--- src/rtl/wb_stage_pipe_if.sv ---
// Bus between the MEM stage (master) and the write-back stage (slave).
// Carries the MEM-stage instruction fields and control into the stage, and
// the register-file write port, misalign flag and retire count back out.
interface wb_stage_pipe_if #(
   parameter int unsigned XLEN    = 32,
   parameter int unsigned RADDR_W = 5,
   parameter int unsigned CNT_W   = 64
);
   logic                valid_i;
   logic                stall_i;
   logic                flush_i;
   logic [1:0]          wb_ctrl_i;
   logic                link_i;
   logic [XLEN-1:0]     wb_data_i;
   logic [XLEN-1:0]     pc4_i;
   logic [XLEN-1:0]     data_i;
   logic [2:0]          ld_funct3_i;
   logic [1:0]          ld_addr_lo_i;
   logic [RADDR_W-1:0]  wb_Rd_i;

   logic [RADDR_W-1:0]  wb_Rd_o;
   logic                RegWrite_o;
   logic [XLEN-1:0]     w_data_o;
   logic                misalign_o;
   logic [CNT_W-1:0]    retired_o;

   // MEM stage side: drives instruction fields, observes the write port
   modport master (
      output valid_i, stall_i, flush_i, wb_ctrl_i, link_i, wb_data_i, pc4_i,
             data_i, ld_funct3_i, ld_addr_lo_i, wb_Rd_i,
      input  wb_Rd_o, RegWrite_o, w_data_o, misalign_o, retired_o
   );

   // Write-back stage side
   modport slave (
      input  valid_i, stall_i, flush_i, wb_ctrl_i, link_i, wb_data_i, pc4_i,
             data_i, ld_funct3_i, ld_addr_lo_i, wb_Rd_i,
      output wb_Rd_o, RegWrite_o, w_data_o, misalign_o, retired_o
   );
endinterface

--- src/rtl/wb_stage_pipe.sv ---
// RV32 write-back stage: MEM/WB register plus write-back data select.
// Extracts and extends load bytes/halves, selects ALU / load / link data,
// drives the register-file write port, flags misaligned loads and counts
// retired instructions.
// Ports:
//   clk_i  - clock, all state on rising edge
//   rst_i  - asynchronous active-high reset
//   bus    - wb_stage_pipe_if.slave: MEM-stage fields in, RF write port out
module wb_stage_pipe #(
   parameter int unsigned XLEN       = 32,
   parameter int unsigned RADDR_W    = 5,
   parameter int unsigned CNT_W      = 64,
   parameter bit          X0_PROTECT = 1'b1
) (
   input  logic           clk_i,
   input  logic           rst_i,
   wb_stage_pipe_if.slave bus
);

   localparam logic [2:0] F3_LB  = 3'b000;
   localparam logic [2:0] F3_LH  = 3'b001;
   localparam logic [2:0] F3_LBU = 3'b100;
   localparam logic [2:0] F3_LHU = 3'b101;

   logic [7:0]          ld_byte;
   logic [15:0]         ld_half;
   logic [XLEN-1:0]     ld_val;
   logic [XLEN-1:0]     sel_data;
   logic                is_half;
   logic                is_word;
   logic                mis_d;

   logic                valid_q;
   logic                regwrite_q;
   logic                mis_q;
   logic [RADDR_W-1:0]  rd_q;
   logic [XLEN-1:0]     data_q;
   logic [CNT_W-1:0]    retired_q;
   logic                rd_is_x0;
   logic                commit;

   // Load byte/half extraction and sign/zero extension
   always_comb begin
      ld_byte = bus.data_i[7:0];
      case (bus.ld_addr_lo_i)
         2'd1:    ld_byte = bus.data_i[15:8];
         2'd2:    ld_byte = bus.data_i[23:16];
         2'd3:    ld_byte = bus.data_i[31:24];
         default: ld_byte = bus.data_i[7:0];
      endcase
      ld_half = bus.ld_addr_lo_i[1] ? bus.data_i[31:16] : bus.data_i[15:0];
      case (bus.ld_funct3_i)
         F3_LB:   ld_val = {{(XLEN-8){ld_byte[7]}}, ld_byte};
         F3_LH:   ld_val = {{(XLEN-16){ld_half[15]}}, ld_half};
         F3_LBU:  ld_val = {{(XLEN-8){1'b0}}, ld_byte};
         F3_LHU:  ld_val = {{(XLEN-16){1'b0}}, ld_half};
         default: ld_val = bus.data_i;  // LW and unlisted encodings
      endcase
   end

   // Write-back select and misalign detection; link overrides the load path
   always_comb begin
      is_half = (bus.ld_funct3_i == F3_LH) || (bus.ld_funct3_i == F3_LHU);
      is_word = !is_half && (bus.ld_funct3_i != F3_LB) && (bus.ld_funct3_i != F3_LBU);
      mis_d   = bus.wb_ctrl_i[0] && !bus.link_i &&
                ((is_half && bus.ld_addr_lo_i[0]) || (is_word && (bus.ld_addr_lo_i != 2'd0)));
      if (bus.link_i)
         sel_data = bus.pc4_i;
      else if (bus.wb_ctrl_i[0])
         sel_data = ld_val;
      else
         sel_data = bus.wb_data_i;
   end

   // MEM/WB register: flush beats stall; fields load only for valid instrs so bubbles hold
   always_ff @(posedge clk_i or posedge rst_i) begin
      if (rst_i) begin
         valid_q    <= 1'b0;
         regwrite_q <= 1'b0;
         mis_q      <= 1'b0;
         rd_q       <= '0;
         data_q     <= '0;
      end else if (bus.flush_i) begin
         valid_q <= 1'b0;
      end else if (!bus.stall_i) begin
         valid_q <= bus.valid_i;
         if (bus.valid_i) begin
            regwrite_q <= bus.wb_ctrl_i[1];
            mis_q      <= mis_d;
            rd_q       <= bus.wb_Rd_i;
            data_q     <= sel_data;
         end
      end
   end

   // An instruction leaves the stage on its first unstalled cycle
   assign rd_is_x0 = X0_PROTECT && (rd_q == '0);
   assign commit   = valid_q && !bus.stall_i;

   // Retire counter, wraps silently
   always_ff @(posedge clk_i or posedge rst_i) begin
      if (rst_i)
         retired_q <= '0;
      else if (commit && !mis_q)
         retired_q <= retired_q + CNT_W'(1);
   end

   assign bus.RegWrite_o = commit && regwrite_q && !mis_q && !rd_is_x0;
   assign bus.misalign_o = commit && mis_q;
   assign bus.w_data_o   = data_q;
   assign bus.wb_Rd_o    = rd_q;
   assign bus.retired_o  = retired_q;

endmodule

--- src/flat_wrapper.sv ---
// flat-port wrapper written by rule: the top's interface ports become plain ports
module wb_stage_pipe_flat 
#(
   parameter int unsigned XLEN       = 32,
   parameter int unsigned RADDR_W    = 5,
   parameter int unsigned CNT_W      = 64,
   parameter bit          X0_PROTECT = 1'b1
)
  (clk_i, rst_i, bus_valid_i, bus_stall_i, bus_flush_i, bus_wb_ctrl_i, bus_link_i, bus_wb_data_i, bus_pc4_i, bus_data_i, bus_ld_funct3_i, bus_ld_addr_lo_i, bus_wb_Rd_i, bus_wb_Rd_o, bus_RegWrite_o, bus_w_data_o, bus_misalign_o, bus_retired_o);
  wb_stage_pipe_if #(.XLEN(XLEN), .RADDR_W(RADDR_W), .CNT_W(CNT_W)) bus_i ();
  input  logic clk_i;
  input  logic rst_i;
  input wire logic [$bits(bus_i.valid_i)-1:0] bus_valid_i;
  input wire logic [$bits(bus_i.stall_i)-1:0] bus_stall_i;
  input wire logic [$bits(bus_i.flush_i)-1:0] bus_flush_i;
  input wire logic [$bits(bus_i.wb_ctrl_i)-1:0] bus_wb_ctrl_i;
  input wire logic [$bits(bus_i.link_i)-1:0] bus_link_i;
  input wire logic [$bits(bus_i.wb_data_i)-1:0] bus_wb_data_i;
  input wire logic [$bits(bus_i.pc4_i)-1:0] bus_pc4_i;
  input wire logic [$bits(bus_i.data_i)-1:0] bus_data_i;
  input wire logic [$bits(bus_i.ld_funct3_i)-1:0] bus_ld_funct3_i;
  input wire logic [$bits(bus_i.ld_addr_lo_i)-1:0] bus_ld_addr_lo_i;
  input wire logic [$bits(bus_i.wb_Rd_i)-1:0] bus_wb_Rd_i;
  output wire logic [$bits(bus_i.wb_Rd_o)-1:0] bus_wb_Rd_o;
  output wire logic [$bits(bus_i.RegWrite_o)-1:0] bus_RegWrite_o;
  output wire logic [$bits(bus_i.w_data_o)-1:0] bus_w_data_o;
  output wire logic [$bits(bus_i.misalign_o)-1:0] bus_misalign_o;
  output wire logic [$bits(bus_i.retired_o)-1:0] bus_retired_o;
  assign bus_i.valid_i = bus_valid_i;
  assign bus_i.stall_i = bus_stall_i;
  assign bus_i.flush_i = bus_flush_i;
  assign bus_i.wb_ctrl_i = bus_wb_ctrl_i;
  assign bus_i.link_i = bus_link_i;
  assign bus_i.wb_data_i = bus_wb_data_i;
  assign bus_i.pc4_i = bus_pc4_i;
  assign bus_i.data_i = bus_data_i;
  assign bus_i.ld_funct3_i = bus_ld_funct3_i;
  assign bus_i.ld_addr_lo_i = bus_ld_addr_lo_i;
  assign bus_i.wb_Rd_i = bus_wb_Rd_i;
  assign bus_wb_Rd_o = bus_i.wb_Rd_o;
  assign bus_RegWrite_o = bus_i.RegWrite_o;
  assign bus_w_data_o = bus_i.w_data_o;
  assign bus_misalign_o = bus_i.misalign_o;
  assign bus_retired_o = bus_i.retired_o;
  wb_stage_pipe #(.XLEN(XLEN), .RADDR_W(RADDR_W), .CNT_W(CNT_W), .X0_PROTECT(X0_PROTECT)) u_core (.clk_i(clk_i), .rst_i(rst_i), .bus(bus_i));
endmodule
--- config.mk ---
export PLATFORM = sky130hd
export DESIGN_NAME = wb_stage_pipe_flat
export DESIGN_NICKNAME = d
export VERILOG_FILES = /design/src/rtl/wb_stage_pipe_if.sv /design/src/rtl/wb_stage_pipe.sv /design/src/flat_wrapper.sv
export SDC_FILE = /design/constraint.sdc
export NUM_CORES = 1
export LEC_CHECK = 0
export BUFFER_PORTS_ARGS = -buffer_cell sky130_fd_sc_hd__buf_2
export CAP_MARGIN = 20
export CORE_UTILIZATION = 53
export DETAILED_ROUTE_END_ITERATION = 16
export GPL_TIMING_DRIVEN = 0
export HOLD_SLACK_MARGIN = 0.1
export PLACE_DENSITY = 0.95
export SLEW_MARGIN = 20
export SYNTH_ARGS = -nofsm -noshare
export SYNTH_HDL_FRONTEND = slang
export SYNTH_SLANG_ARGS = --single-unit
--- constraint.sdc ---
create_clock -name clk_i -period 5.8 [get_ports clk_i]
set_input_delay 1.16 -clock clk_i [delete_from_list [all_inputs] [get_ports clk_i]]
set_output_delay 1.16 -clock clk_i [all_outputs]
set_load 0.02 [all_outputs]
# [After elaboration in Yosys (flattened, before gate mapping)]
# Cells that the tools add are included.
[word_totals] word_cells=48 input_bits=114 ff_bits=104
[op_classes] n_bitwise=2 n_reduce_logical=24 n_mux=7 addsub=1 n_eq_ne=8
[op_table] cell="32-bit case mux with 4 select lines" count=1
[op_table] cell="64-bit by 1-bit adder with 64-bit output, second input constant" count=1
[op_table] cell="32-bit two-way mux" count=2
[op_table] cell="8-bit case mux with 3 select lines" count=1
[op_table] cell="16-bit two-way mux" count=1
[op_table] cell="1-bit logical AND" count=12
[op_table] cell="3-bit == test, second input constant" count=2
[op_table] cell="1-bit zero test" count=5
[op_table] cell="5-bit zero test" count=1
[op_table] cell="2-bit == test, second input constant" count=2
[op_table] cell="3-bit by 1-bit == test with 1-bit output, second input constant" count=1
[op_table] cell="3-bit zero test" count=1
[op_table] cell="3-bit inequality test, second input constant" count=1
[op_table] cell="3-bit AND reduction" count=1
[op_table] cell="3-bit nonzero test" count=1
[op_table] cell="2-bit by 1-bit == test with 1-bit output, second input constant" count=1
[op_table] cell="1-bit logical OR" count=2
[op_table] cell="1-bit two-way mux" count=2
[op_table] cell="2-bit by 1-bit inequality test with 1-bit output, second input constant" count=1
[op_table] cell="1-bit NOT" count=2
[op_table] cell="2-bit nonzero test" count=1

# [Logic depth before layout (Yosys ltp)]
[depth] ltp_word=8 depth_mapped=7 mapped_depth_nobuf=6

# [Worst setup path after synthesis]
# No wires, ideal clock.
[synth_timing] kind="input to output" from="input port bus_stall_i" to="output port bus_RegWrite_o" required_ns=4.640 arrival_ns=1.911 path_slack_ns=2.729 cell_stages=2 path_buffers=0 path_cell_list="nor3b_1 o311a_1"
[synth_via] elab_chain_cells=5
[synth_rtl] element="from (decl)" line_no="flat_wrapper.sv:14" rtl="input wire logic [$bits(bus_i.stall_i)-1:0] bus_stall_i;"
[synth_rtl] element="1-bit zero test"
[synth_rtl] element="1-bit logical AND" line_no="wb_stage_pipe.sv:98" rtl="assign commit = valid_q && !bus.stall_i;"
[synth_rtl] element="1-bit logical AND (3 in a row)" line_no="wb_stage_pipe.sv:108" rtl="assign bus.RegWrite_o = commit && regwrite_q && !mis_q && !rd_is_x0;"
[synth_rtl] element="to (decl)" line_no="flat_wrapper.sv:25" rtl="output wire logic [$bits(bus_i.RegWrite_o)-1:0] bus_RegWrite_o;"
# No other way between the ends.

# [Final worst setup path]
# Same ends and word-level chain as after synthesis.

==> impl_metrics.json <==
{
  "p_int_mw": 1.098,
  "netlist_instances": 582,
  "ys_seq_area_share_pct": 47.00,
  "r2r_cells": 6,
  "crit_path_start": "bus_stall_i",
  "vias_per_cell": 5.763,
  "leakagePower_nw": 3.485,
  "fin_util_pct": 70.34,
  "grt_usage_pct": 30.98,
  "final_nets": 923,
  "avgSynthCellArea_um2": 9.515,
  "min_period_ps": 3400,
  "dpl-instance-area_um2": 6808,
  "grt_util_met3_pct": 5.075,
  "clkTransAtPathRegs_ps": 120,
  "p_comb_share_pct": 22.3,
  "die_x_um": 104.2,
  "status": "completed",
  "first_iter_violations": 293,
  "rsz0062_at_grt": "false",
  "fmax_ghz": 0.2941,
  "finalSetupViolCount": 0,
  "skew_ps": 20.01,
  "route.detailed.drc": 0,
  "ioPinCount": 217,
  "synth_nets": 697,
  "cp-end-kind": "primary output",
  "globalRouteMet2Util_pct": 56.38,
  "synth.yosys.warnings": 0,
  "switching_share_pct": 34.03,
  "synth_area_um2": 5538,
  "p_seq_share_pct": 50.4,
  "wire_per_inst_um": 17.51,
  "cts.sinks": 104,
  "placement_rows": 36,
  "tns_ps": 0,
  "start_util_pct": 55.63,
  "clk-insertion-delay-late_ps": 370,
  "syn2layout_area_growth_pct": 26.43,
  "clock_path_buffers": 2,
  "cts_tree": "done",
  "vias": 5452,
  "drt_wl_total_mm": 16.56,
  "final_cell_area_um2": 7002,
  "crit_fanout": 5,
  "dp_hpwl_mm": 12.97,
  "crit_type": "input port to primary output",
  "grt.overflow.total": 0,
  "max_slew.worst_pin.slew_ps": 833.6,
  "grt_use_met1_pct": 37.10,
  "critical_path_arrival_ps": 2240,
  "rr_startpoint": "u_core.mis_q",
  "cts_setup_buffers": 0,
  "cts_made_buffers": 9,
  "switching_power_mw": 0.5664,
  "grt-busiest-layer": "met2",
  "whs_path_depth": 1,
  "powerDensity_nw_per_um2": 237.8,
  "root_buffer": "clkbuf_8",
  "final_hold_viol_count": 0,
  "portBuffers": 214,
  "n_antenna_cell": 0,
  "grt_max_degree": 68,
  "synth_top_flop_cell": "dfrtp_1",
  "dieArea_um2": 10860,
  "postRouteAntennaNets": 0,
  "antenna_found_initial": 0,
  "synth-edff-count": 0,
  "grt_pass1_vias": 5358,
  "htreeDepth": 3,
  "cp-start-kind": "input port",
  "ir_drop_mv": 0.1505,
  "slew_headroom_pct": 44.22,
  "slew_violations": 0,
  "gp_congestion": 0.9664,
  "async_flop_share_pct": 100.0,
  "drt_first_pass_iters": 5,
  "drive_gt1_share_pct": 31.49,
  "die_y_um": 104.2,
  "grt_pass1_wl_mm": 26.63,
  "postCtsHoldBufs": 0,
  "hp-class": "flop to flop",
  "postCtsResizedCells": 0,
  "clkPwrFrac_pct": 27.2,
  "min_from": "u_core.bus.retired_o[63]",
  "core_um2": 9955,
  "worstPathRequired_ps": 4640,
  "drv_cap": 0,
  "synth_cell_types": 55,
  "period_share_pct": 58.62,
  "synth-seq-cells": 104,
  "fill_cells": 776
}
## power by group through the flow
stage               combinational (mW)  clock, mW  sequential (mW)
finish                           0.372      0.454            0.839
global route                     0.401      0.490            0.847
CTS                              0.371      0.459            0.838
detailed placement               0.371          0            0.850
global placement                 0.362          0            0.850
floorplan                        0.138          0            0.923
## cell usage in the layout, fill, tap and decap left out, types with 16 or more instances in the layout
master	n
clkbuf_1	24
buf_2	216
a221oi_1	17
nand4_1	18
a21oi_1	29
nand3_1	25
nand2_1	76
o21ai_0	21
xnor2_1	36
dfrtp_1	104
xor2_1	27
nor3_1	16
nor2_1	46
## routing by layer
| metal | routed length, um | vias to the layer above | share of wire, % |
|---|---|---|---|
| li1 | - | 2555 | - |
| met1 | 6311 | 2590 | 38 |
| met2 | 8709 | 269 | 53 |
| met3 | 1147 | 38 | 6.9 |
| met4 | 394 | 0 | 2.4 |
| met5 | 0 | - | 0 |
## cells by family (layout without fill, tap and decap cells)
family                     Yosys count  after routing  share of synthesized area, %
and+or+nand+nor                    247            247                         23.86
AOI/OAI and AO/OA                  122            122                         14.96
DFF                                104            104                         47.00
xor gates and xnor gates            63             63                         9.964
buffers and inverters               41            272                         3.028
muxes                                4              4                        0.9715
adders and majority gates            1              1                        0.2259
## registers in the layout, indices dropped and copies added (netlist names)
name,count
u_core.bus.retired_o,64
u_core.bus.w_data_o,32
u_core.bus.wb_Rd_o,5
u_core.mis_q,1
u_core.regwrite_q,1
u_core.valid_q,1
## critical path, cell delays in order
cell     delay (ps)
buf_2           120
nor3b_1         520
o311a_1         280
buf_2           160
## cell usage after synthesis, drive strengths merged (2+ instances only)
cell type / instances / area, um^2
nand4: 21 / 150.2
a21oi: 29 / 145.1
o21bai: 2 / 15.01
clkbuf: 24 / 90.09
nor3: 17 / 90.09
nand2: 77 / 291.5
o311a: 2 / 20.02
nor4: 14 / 157.7
a221oi: 17 / 148.9
inv: 11 / 41.29
or3: 2 / 12.51
xnor2: 36 / 315.3
buf: 5 / 32.53
a22o: 6 / 52.55
nor2b: 7 / 43.79
nand2b: 7 / 43.79
o21ai: 21 / 105.1
xor2: 27 / 236.5
or2: 4 / 27.53
and4: 5 / 43.79
and3: 6 / 37.54
o221ai: 9 / 78.83
a211oi: 7 / 52.55
mux2i: 2 / 20.02
a311o: 2 / 20.02
and2: 4 / 25.02
nand3: 26 / 135.1
o22ai: 15 / 93.84
nand3b: 5 / 37.54
o21a: 5 / 37.54
nor2: 46 / 172.7
a211o: 5 / 43.79
dfrtp: 104 / 2603
or4: 2 / 18.77
## layout make-up
cell class	count	area, um^2	area share (%)
buffer	29	122.6	1.751
clock buffer	9	123.9	1.769
clock inverter	7	70.07	1.001
inverter	12	50.05	0.7148
multi-input combinational	437	2768	39.53
sequential	104	2603	37.17
tap	133	166.4	2.377
timing repair buffer	215	1099	15.69
## through the flow
| stage | hold slack [ps] | total power, mW | setup WS, ps | cells |
|---|---|---|---|---|
| detailed placement | 459.7 | 1.221 | 2395 | 930 |
| floorplan | 446.0 | 1.061 | 1908 | 582 |
| CTS | 480.5 | 1.668 | 2389 | 946 |
| global placement | 451.0 | 1.211 | 782.6 | 929 |
| finish | 478.8 | 1.665 | 2400 | 946 |
| global route | 497.4 | 1.738 | 2348 | 946 |
## final timing paths
| kind | slack [ps] | endpoint |
|---|---|---|
| setup / recovery | 2400 | bus_RegWrite_o |
| hold / removal | 480 | u_core.bus.retired_o[63] |
| setup reg to reg | 3610 | u_core.bus.retired_o[45] |
| hold reg to reg | 480 | u_core.bus.retired_o[63] |
| max in group asynchronous | 4390 | u_core.bus.retired_o[22] |
| min in group asynchronous | 780 | u_core.bus.wb_Rd_o[4] |
No activity file was read; power rests on OpenSTA's default activity.
